==> src/rtl/ex_mem_pipe_reg.sv <==
// ---------------------------------------------------------------------------
// ex_mem_pipe_reg
//
// EX -> MEM pipeline register with a two-entry skid buffer. The "main"
// entry drives the MEM-side outputs. The "skid" entry catches one
// instruction accepted while MEM is stalling. ex_ready_o depends only on
// registered state, so there is no combinational path from mem_ready_i
// back to the EX stage.
//
// Ports
//   clk, reset        rising-edge clock, asynchronous active-low reset
//   flush_i           synchronous flush; drops both held entries and any
//                     incoming instruction in the same cycle
//   ex_valid_i        EX presents an instruction
//   ex_ready_o        this block can accept an instruction
//   alu_result_i, zero_i, store_data_i, rd_i,
//   reg_write_i, mem_read_i, mem_write_i, mem_to_reg_i
//                     EX-stage payload
//   mem_valid_o       MEM receives a valid instruction
//   mem_ready_i       MEM accepts this cycle
//   alu_result_o, zero_o, store_data_o, rd_o,
//   reg_write_o, mem_read_o, mem_write_o, mem_to_reg_o
//                     main-entry payload; control bits are gated to 0
//                     while mem_valid_o is low
// ---------------------------------------------------------------------------
module ex_mem_pipe_reg #(
   parameter int DATA_WIDTH = 32,
   parameter int RD_WIDTH   = 5
) (
   input  logic                  clk,
   input  logic                  reset,
   input  logic                  flush_i,
   input  logic                  ex_valid_i,
   output logic                  ex_ready_o,
   input  logic [DATA_WIDTH-1:0] alu_result_i,
   input  logic                  zero_i,
   input  logic [DATA_WIDTH-1:0] store_data_i,
   input  logic [RD_WIDTH-1:0]   rd_i,
   input  logic                  reg_write_i,
   input  logic                  mem_read_i,
   input  logic                  mem_write_i,
   input  logic                  mem_to_reg_i,
   output logic                  mem_valid_o,
   input  logic                  mem_ready_i,
   output logic [DATA_WIDTH-1:0] alu_result_o,
   output logic                  zero_o,
   output logic [DATA_WIDTH-1:0] store_data_o,
   output logic [RD_WIDTH-1:0]   rd_o,
   output logic                  reg_write_o,
   output logic                  mem_read_o,
   output logic                  mem_write_o,
   output logic                  mem_to_reg_o
);

   typedef enum logic [1:0] {
      S_EMPTY = 2'd0,
      S_ONE   = 2'd1,
      S_FULL  = 2'd2
   } state_t;

   typedef struct packed {
      logic [DATA_WIDTH-1:0] alu_result;
      logic                  zero;
      logic [DATA_WIDTH-1:0] store_data;
      logic [RD_WIDTH-1:0]   rd;
      logic                  reg_write;
      logic                  mem_read;
      logic                  mem_write;
      logic                  mem_to_reg;
   } entry_t;

   state_t state, state_nxt;
   entry_t main_q, skid_q, in_entry;

   logic accept, issue;
   logic load_main_in, load_main_skid, load_skid;

   // Drops the control bits of an entry; data fields are left untouched.
   function automatic entry_t clear_ctl(input entry_t e);
      entry_t r;
      r            = e;
      r.reg_write  = 1'b0;
      r.mem_read   = 1'b0;
      r.mem_write  = 1'b0;
      r.mem_to_reg = 1'b0;
      return r;
   endfunction

   assign in_entry = '{alu_result: alu_result_i, zero: zero_i,
                       store_data: store_data_i, rd: rd_i,
                       reg_write: reg_write_i, mem_read: mem_read_i,
                       mem_write: mem_write_i, mem_to_reg: mem_to_reg_i};

   assign ex_ready_o  = (state != S_FULL);
   assign mem_valid_o = (state != S_EMPTY);
   assign accept      = ex_valid_i & ex_ready_o;
   assign issue       = mem_valid_o & mem_ready_i;

   always_ff @(posedge clk or negedge reset) begin
      if (!reset) begin
         state <= S_EMPTY;
      end else begin
         state <= state_nxt;
      end
   end

   always_comb begin
      state_nxt      = state;
      load_main_in   = 1'b0;
      load_main_skid = 1'b0;
      load_skid      = 1'b0;
      case (state)
         S_EMPTY: begin
            if (accept) begin
               state_nxt    = S_ONE;
               load_main_in = 1'b1;
            end
         end
         S_ONE: begin
            if (accept && issue) begin
               load_main_in = 1'b1;
            end else if (accept) begin
               state_nxt = S_FULL;
               load_skid = 1'b1;
            end else if (issue) begin
               state_nxt = S_EMPTY;
            end
         end
         S_FULL: begin
            if (issue) begin
               state_nxt      = S_ONE;
               load_main_skid = 1'b1;
            end
         end
         default: state_nxt = S_EMPTY;
      endcase
      // Flush wins over everything; the incoming instruction is dropped.
      if (flush_i) begin
         state_nxt      = S_EMPTY;
         load_main_in   = 1'b0;
         load_main_skid = 1'b0;
         load_skid      = 1'b0;
      end
   end

   always_ff @(posedge clk or negedge reset) begin
      if (!reset) begin
         main_q <= '0;
         skid_q <= '0;
      end else if (flush_i) begin
         main_q <= clear_ctl(main_q);
         skid_q <= clear_ctl(skid_q);
      end else begin
         if (load_main_in) begin
            main_q <= in_entry;
         end else if (load_main_skid) begin
            main_q <= skid_q;
         end
         if (load_skid) begin
            skid_q <= in_entry;
         end
      end
   end

   assign alu_result_o = main_q.alu_result;
   assign zero_o       = main_q.zero;
   assign store_data_o = main_q.store_data;
   assign rd_o         = main_q.rd;

   // Bubbles carry no side effects into MEM.
   assign reg_write_o  = main_q.reg_write  & mem_valid_o;
   assign mem_read_o   = main_q.mem_read   & mem_valid_o;
   assign mem_write_o  = main_q.mem_write  & mem_valid_o;
   assign mem_to_reg_o = main_q.mem_to_reg & mem_valid_o;

endmodule

==> config.mk <==
export PLATFORM = sky130hd
export DESIGN_NAME = ex_mem_pipe_reg
export DESIGN_NICKNAME = d
export VERILOG_FILES = /design/src/rtl/ex_mem_pipe_reg.sv
export SDC_FILE = /design/constraint.sdc
export NUM_CORES = 1
export LEC_CHECK = 0
export BUFFER_PORTS_ARGS = -buffer_cell sky130_fd_sc_hd__buf_2
export CORE_MARGIN = 2
export CORE_UTILIZATION = 35
export DETAILED_ROUTE_END_ITERATION = 12
export PLACE_DENSITY_LB_ADDON = 0.1
export SLEW_MARGIN = 20
export SYNTH_ARGS = -nofsm -noshare
export SYNTH_HDL_FRONTEND = slang
export SYNTH_SLANG_ARGS = --single-unit
==> constraint.sdc <==
create_clock -name clk -period 2.4 [get_ports clk]
set_clock_uncertainty 0.1 [all_clocks]
set_input_delay 0.12 -clock clk [delete_from_list [all_inputs] [get_ports clk]]
set_output_delay 0.12 -clock clk [all_outputs]
set_load 0.02 [all_outputs]
---- Word-level counts from Yosys, hierarchy flattened ----
Cells that the tools add are included.
operators by class
  reductions and logical operators ........ 9
  multiplexer cells ....................... 22
  bitwise logic cells ..................... 7
  div/mod/pow operators ................... 0
  eq/ne operators ......................... 7
  shifts and indexed selects .............. 0
  $add $sub $neg .......................... 0
  $lt $le $gt $ge ......................... 0
  $mul .................................... 0
operators by type and width
  kind                                                                   count
  74-bit 2-to-1 mux                                                      2
  2-bit 2-to-1 mux                                                       6
  4-bit 2-to-1 mux                                                       3
  1-bit 2-to-1 mux                                                       9
  3-bit inequality test, second input constant                           3
  1-bit AND                                                              6
  2-bit case mux with 3 select lines                                     1
  2-bit nonzero test                                                     3
  4-bit inequality test, second input constant                           1
  2-bit AND reduction                                                    2
  4-bit AND reduction                                                    1
  3-bit nonzero test                                                     1
  2-bit by 1-bit equality test with 1-bit output, second input constant  1
  2-bit equality test, second input constant                             1
  2-bit zero test                                                        1
  2-bit inequality test, second input constant                           1
  1-bit case mux with 2 select lines                                     1
  1-bit logical AND                                                      1
  1-bit NOT                                                              1
storage, ports and cells
  register bits after elaboration ......... 150
  ROM bits ................................ 0
  logic and storage cells ................. 62
  memories ................................ 0
  bits in writable memories ............... 0
  bits in latches ......................... 0

---- Longest topological paths before layout ----
  depth after elaboration ................. 8
  gate-level depth with buffers ........... 5

---- Worst setup path before layout ----
OpenSTA, ideal clock, no wires.
  kind .................................... register to register
  start point ............................. register state[1]
  end point ............................... register skid_q[15] (netlist bit)
  period minus slack after synthesis ...... 1674 ps
  slack ................................... 726 ps
  path buffers ............................ 2
  arrival time ............................ 1449 ps
  required time ........................... 2175 ps
  stages on the path, launching flop included .. 6
  cells stage by stage .................... dfrtp_1 > nand2b_1 > nor3_1 > buf_4 > buf_4 > mux2_2
on the way
  word-level cells in the longest chain between the ends .. 7
  elaborated cells between the ends (all ways) .. 11
  those cells by class .................... 2 x eq/ne; 4 x mux; 2 x bitwise; 3 x reduce/logical
ends and longest elaborated chain
  what                                                         RTL line  RTL
  from (decl)                                                  72        state_t state, state_nxt;
  from (signal assigned)                                       103       state <= state_nxt;
  2-bit inequality test or 2-bit nonzero test (tied branches)  94, 95
  1-bit AND (on tied branches)                                 96, 97
  1-bit 2-to-1 mux or 1-bit logical AND (tied branches)        122, 120
  1-bit 2-to-1 mux                                             120       if (accept && issue) begin
  1-bit 2-to-1 mux (*)                                         112       case (state)
  1-bit 2-to-1 mux (*)                                         138       if (flush_i) begin
  2-bit AND reduction (no source line) (*)                     -
  to (signal assigned)                                         152       skid_q <= clear_ctl(skid_q);
  to (signal assigned)                                         160       skid_q <= in_entry;
  to (decl)                                                    73        entry_t main_q, skid_q, in_entry;
Mark *: on every way between the ends. The rest lies on a longest branch, timed or not.
A chain may end at the register's enable or synchronous reset.

---- Final worst setup path ----
  start point ............................. register state[0]
  end point ............................... register main_q[3] (netlist bit)
on the way
  word-level cells in the longest chain between the ends .. 8
  elaborated cells between the ends (all ways) .. 18
  those cells by class .................... 3 x eq/ne; 9 x mux; 2 x bitwise; 4 x reduce/logical
ends and longest elaborated chain
  what                                                         RTL line  RTL
  2-bit inequality test or 2-bit nonzero test (tied branches)  94, 95
  1-bit AND (on tied branches)                                 96, 97
  1-bit logical AND                                            120
  1-bit 2-to-1 mux                                             120
  1-bit case mux with 2 select lines                           112
  1-bit 2-to-1 mux                                             138
  74-bit 2-to-1 mux                                            154       if (load_main_in) begin
  4-bit 2-to-1 mux                                             150       end else if (flush_i) begin
  to (signal assigned)                                         151       main_q <= clear_ctl(main_q);
  to (signal assigned)                                         155       main_q <= in_entry;
  to (signal assigned)                                         157       main_q <= skid_q;
  to (decl)                                                    73
Several ways; a longest one is shown, not always the timed one.

==> metrics.cfg <==
[timing]
slew_headroom_pct=52.9
min_period_ns=2.03
final_hold_viol_count=0
setup_viol=0
fin_crit_sh_pct=84.7
fmax_mhz=492
rsz0062_at_grt=false
drv_slew=0
post-route-worst-setup-slack_ns=0.368
worst_pin_slew_ns=0.707
setup_tns_ns=0

[yosys]
yosysSeqAreaShare_pct=55.9
synth.avg_cell_area_um2=13.2
syn-cell-area_um2=6710
synthTopCellsByArea=dfrtp_1 (56%), mux2_2 (12%), a221o_1 (10%)
synthesis.nets=587
ys_seq_elements=150
synthArstFlopShare_pct=100
yosysUniqueCellTypes=27
synth_edf_count=0
yosysTopAreaCell=dfrtp_1
synth_top_area_share_pct=55.9
syn_inst=508
ys.flop_type=dfrtp_1
yosysWarnings=0

[floorplanning]
die_w_um=142
num_io_pins=155
start_util_pct=35.7
rows=50
dieArea_um2=20300
die_h_um=142
core-area_um2=18800

[critical_path]
cp_data_required_time_ns=2.59
reg2reg_depth=4
endpoint=main_q[3]$_DFFE_PN0P_
r2r_slack_ns=0.37
cpMaxStageDelayCell=buf_4
path_buf_inv=1
critPathMaxStageDelay_ns=0.59
path_delay_family=buffers and inverters
critPathLaunch=state[0]$_DFFE_PN0P_
crit_fanout=75
cp-end-kind=register
crit_chain=and4bb_4, buf_4, a221oi_1, o22a_1
cp.arrival_ns=2.23
start_kind=register
regToRegStartpoint=state[0]$_DFFE_PN0P_
reg2reg_to=main_q[3]$_DFFE_PN0P_
path_depth=4
setup.worst_path.class=reg -> reg

[routing]
drc=0
postRouteAntennaNets=0
drt_pass1_iterations=4
drt_iter0_markers=169
vias=4480
routed_wirelength_um=15100
vias_per_cell=4.88
wl_per_cell_um=16.5

[clock_network]
ctsHoldBuffers=77
numCtsBuffers=17
cts-root-buf=clkbuf_16
htree_levels=4
cts_buffer_depth=2
cts-resized-gates=0
clock_latency_ns=0.41
numClockSinks=150
clk_transition_reported_paths_ns=0.06
cts_setup_buffers=0
cts_tree=yes

[pwr]
power.switching_mw=2.00
p_leak_nw=4.05
irDropWorstVdd_mv=0.447
combPwrFrac_pct=19.3
p_seq_share_pct=44.9
p_sw_share_pct=26.8
clkPwrFrac_pct=35.7
p_int_mw=5.45
power.density_nw_per_um2=862

[global_routing]
grt_usage_pct=15.6
grt_max_degree=76
grt_pass1_vias=4600
grt_pass1_wl_um=24600
antenna_found_initial=0
gr-total-overflow=0

[placed_design]
globalplace.congestion=0.718
io_buffers=154
dpl_cell_area_um2=7250
dp_slack_ns=0.0565
dp_hpwl_um=9610

[finish]
stdcell_area_um2=8640
diodes=0
area_growth_pct=28.8
final_common_cell=buf_2
final_layout_size_suffix_gt1_share_pct=40.2
layout.cells.most_common_list=buf_2 (153), dfrtp_1 (150), dlygate4sd3_1 (77)
nets=750

[outcome]
status=finished clean

[hold_path]
hp-class=in -> reg

[run]
drv_cap=0

-- synthesized netlist by cell type (3+ instances only) --
master	n
mux2_2	70
a21oi_1	3
o22a_1	4
a221oi_1	4
nor2b_1	6
nand2_1	3
nand2b_1	3
clkbuf_1	12
inv_1	6
and2_0	5
dfrtp_1	150
and4_1	4
and2_1	65
a22o_1	4
buf_2	12
a221o_1	70
buf_4	77
-- worst min-delay path by stage --
| stage | startpoint | end | slack [ns] | cells after the start |
|---|---|---|---|---|
| 2_1_floorplan | reset | alu_result_o[0]$_DFFE_PN0P_ | -0.28 | 0 |
| 3_3_place_gp | reset | skid_q[59]$_DFFE_PN0P_ | -0.008 | 1 |
| 3_5_place_dp | reset | alu_result_o[23]$_DFFE_PN0P_ | -0.009 | 1 |
| 4_1_cts | ex_valid_i | state[0]$_DFFE_PN0P_ | 0.02 | 4 |
| 5_1_grt | ex_valid_i | state[0]$_DFFE_PN0P_ | 0.09 | 4 |
| 6_report | ex_valid_i | state[0]$_DFFE_PN0P_ | 0.05 | 4 |
-- state kept, by name (all words and copies together), names as in the netlist --
signal / count
zero_o: 1
main_q: 4
state: 2
rd_o: 5
alu_result_o: 32
skid_q: 74
store_data_o: 32
-- power by group through the flow --
| stage | Clock (mW) | Sequential [mW] | Combinational, mW |
|---|---|---|---|
| CTS | 2.76 | 3.35 | 1.46 |
| detailed placement | 0 | 3.39 | 1.36 |
| global placement | 0 | 3.37 | 1.33 |
| floorplan | 0 | 3.32 | 1.18 |
| finish | 2.66 | 3.35 | 1.44 |
| global route | 2.87 | 3.42 | 1.57 |
-- area by class of cell --
cell class | count | area, µm²
Clock inverter | 11 | 123
Multi-Input combinational cell | 250 | 2250
Fill cell | 1717 | 10100
Tap cell | 234 | 293
Timing Repair Buffer | 246 | 1730
Inverter | 6 | 22.5
Sequential cell | 150 | 3750
Clock buffer | 21 | 470
-- stage by stage --
| step | cells | util (%) | hold WS (ns) | power, mW |
|---|---|---|---|---|
| 5_1_grt | 918 | 46.0 | 0.0936 | 7.86 |
| 6_report | 918 | 46.0 | 0.0464 | 7.45 |
| 3_3_place_gp | 808 | 38.6 | -0.00779 | 4.70 |
| 4_1_cts | 917 | 45.9 | 0.0188 | 7.57 |
| 2_1_floorplan | 508 | - | -0.276 | 4.49 |
| 3_5_place_dp | 808 | 38.6 | -0.00917 | 4.75 |
-- per-layer routing --
layer / share of wire (%) / track usage, % / vias to the layer above
li1: - / - / 2111
met1: 47 / 20.6 / 2237
met2: 47 / 24.6 / 117
met3: 4.9 / 4.48 / 15
met4: 1.5 / 5.26 / 0
met5: 0 / 0 / -
-- tightest hold or removal path, stage by stage --
cell,delay [ns]
buf_2,0.11
nand2_1,0.05
a21oi_1,0.11
o21a_1,0.12
-- kinds of logic (layout without fill, tap and decap cells) --
| kind of cell | count (synthesis) | count (layout) | share of synthesized area [%] |
|---|---|---|---|
| AND/OR/NAND/NOR | 91 | 91 | 8.71 |
| buffers and inverters | 108 | 284 | 10.7 |
| flip-flops | 150 | 150 | 55.9 |
| AO/OA/AOI/OAI | 89 | 89 | 12.9 |
| multiplexers | 70 | 70 | 11.7 |
Note: power is estimated with default switching activity, not from simulation.
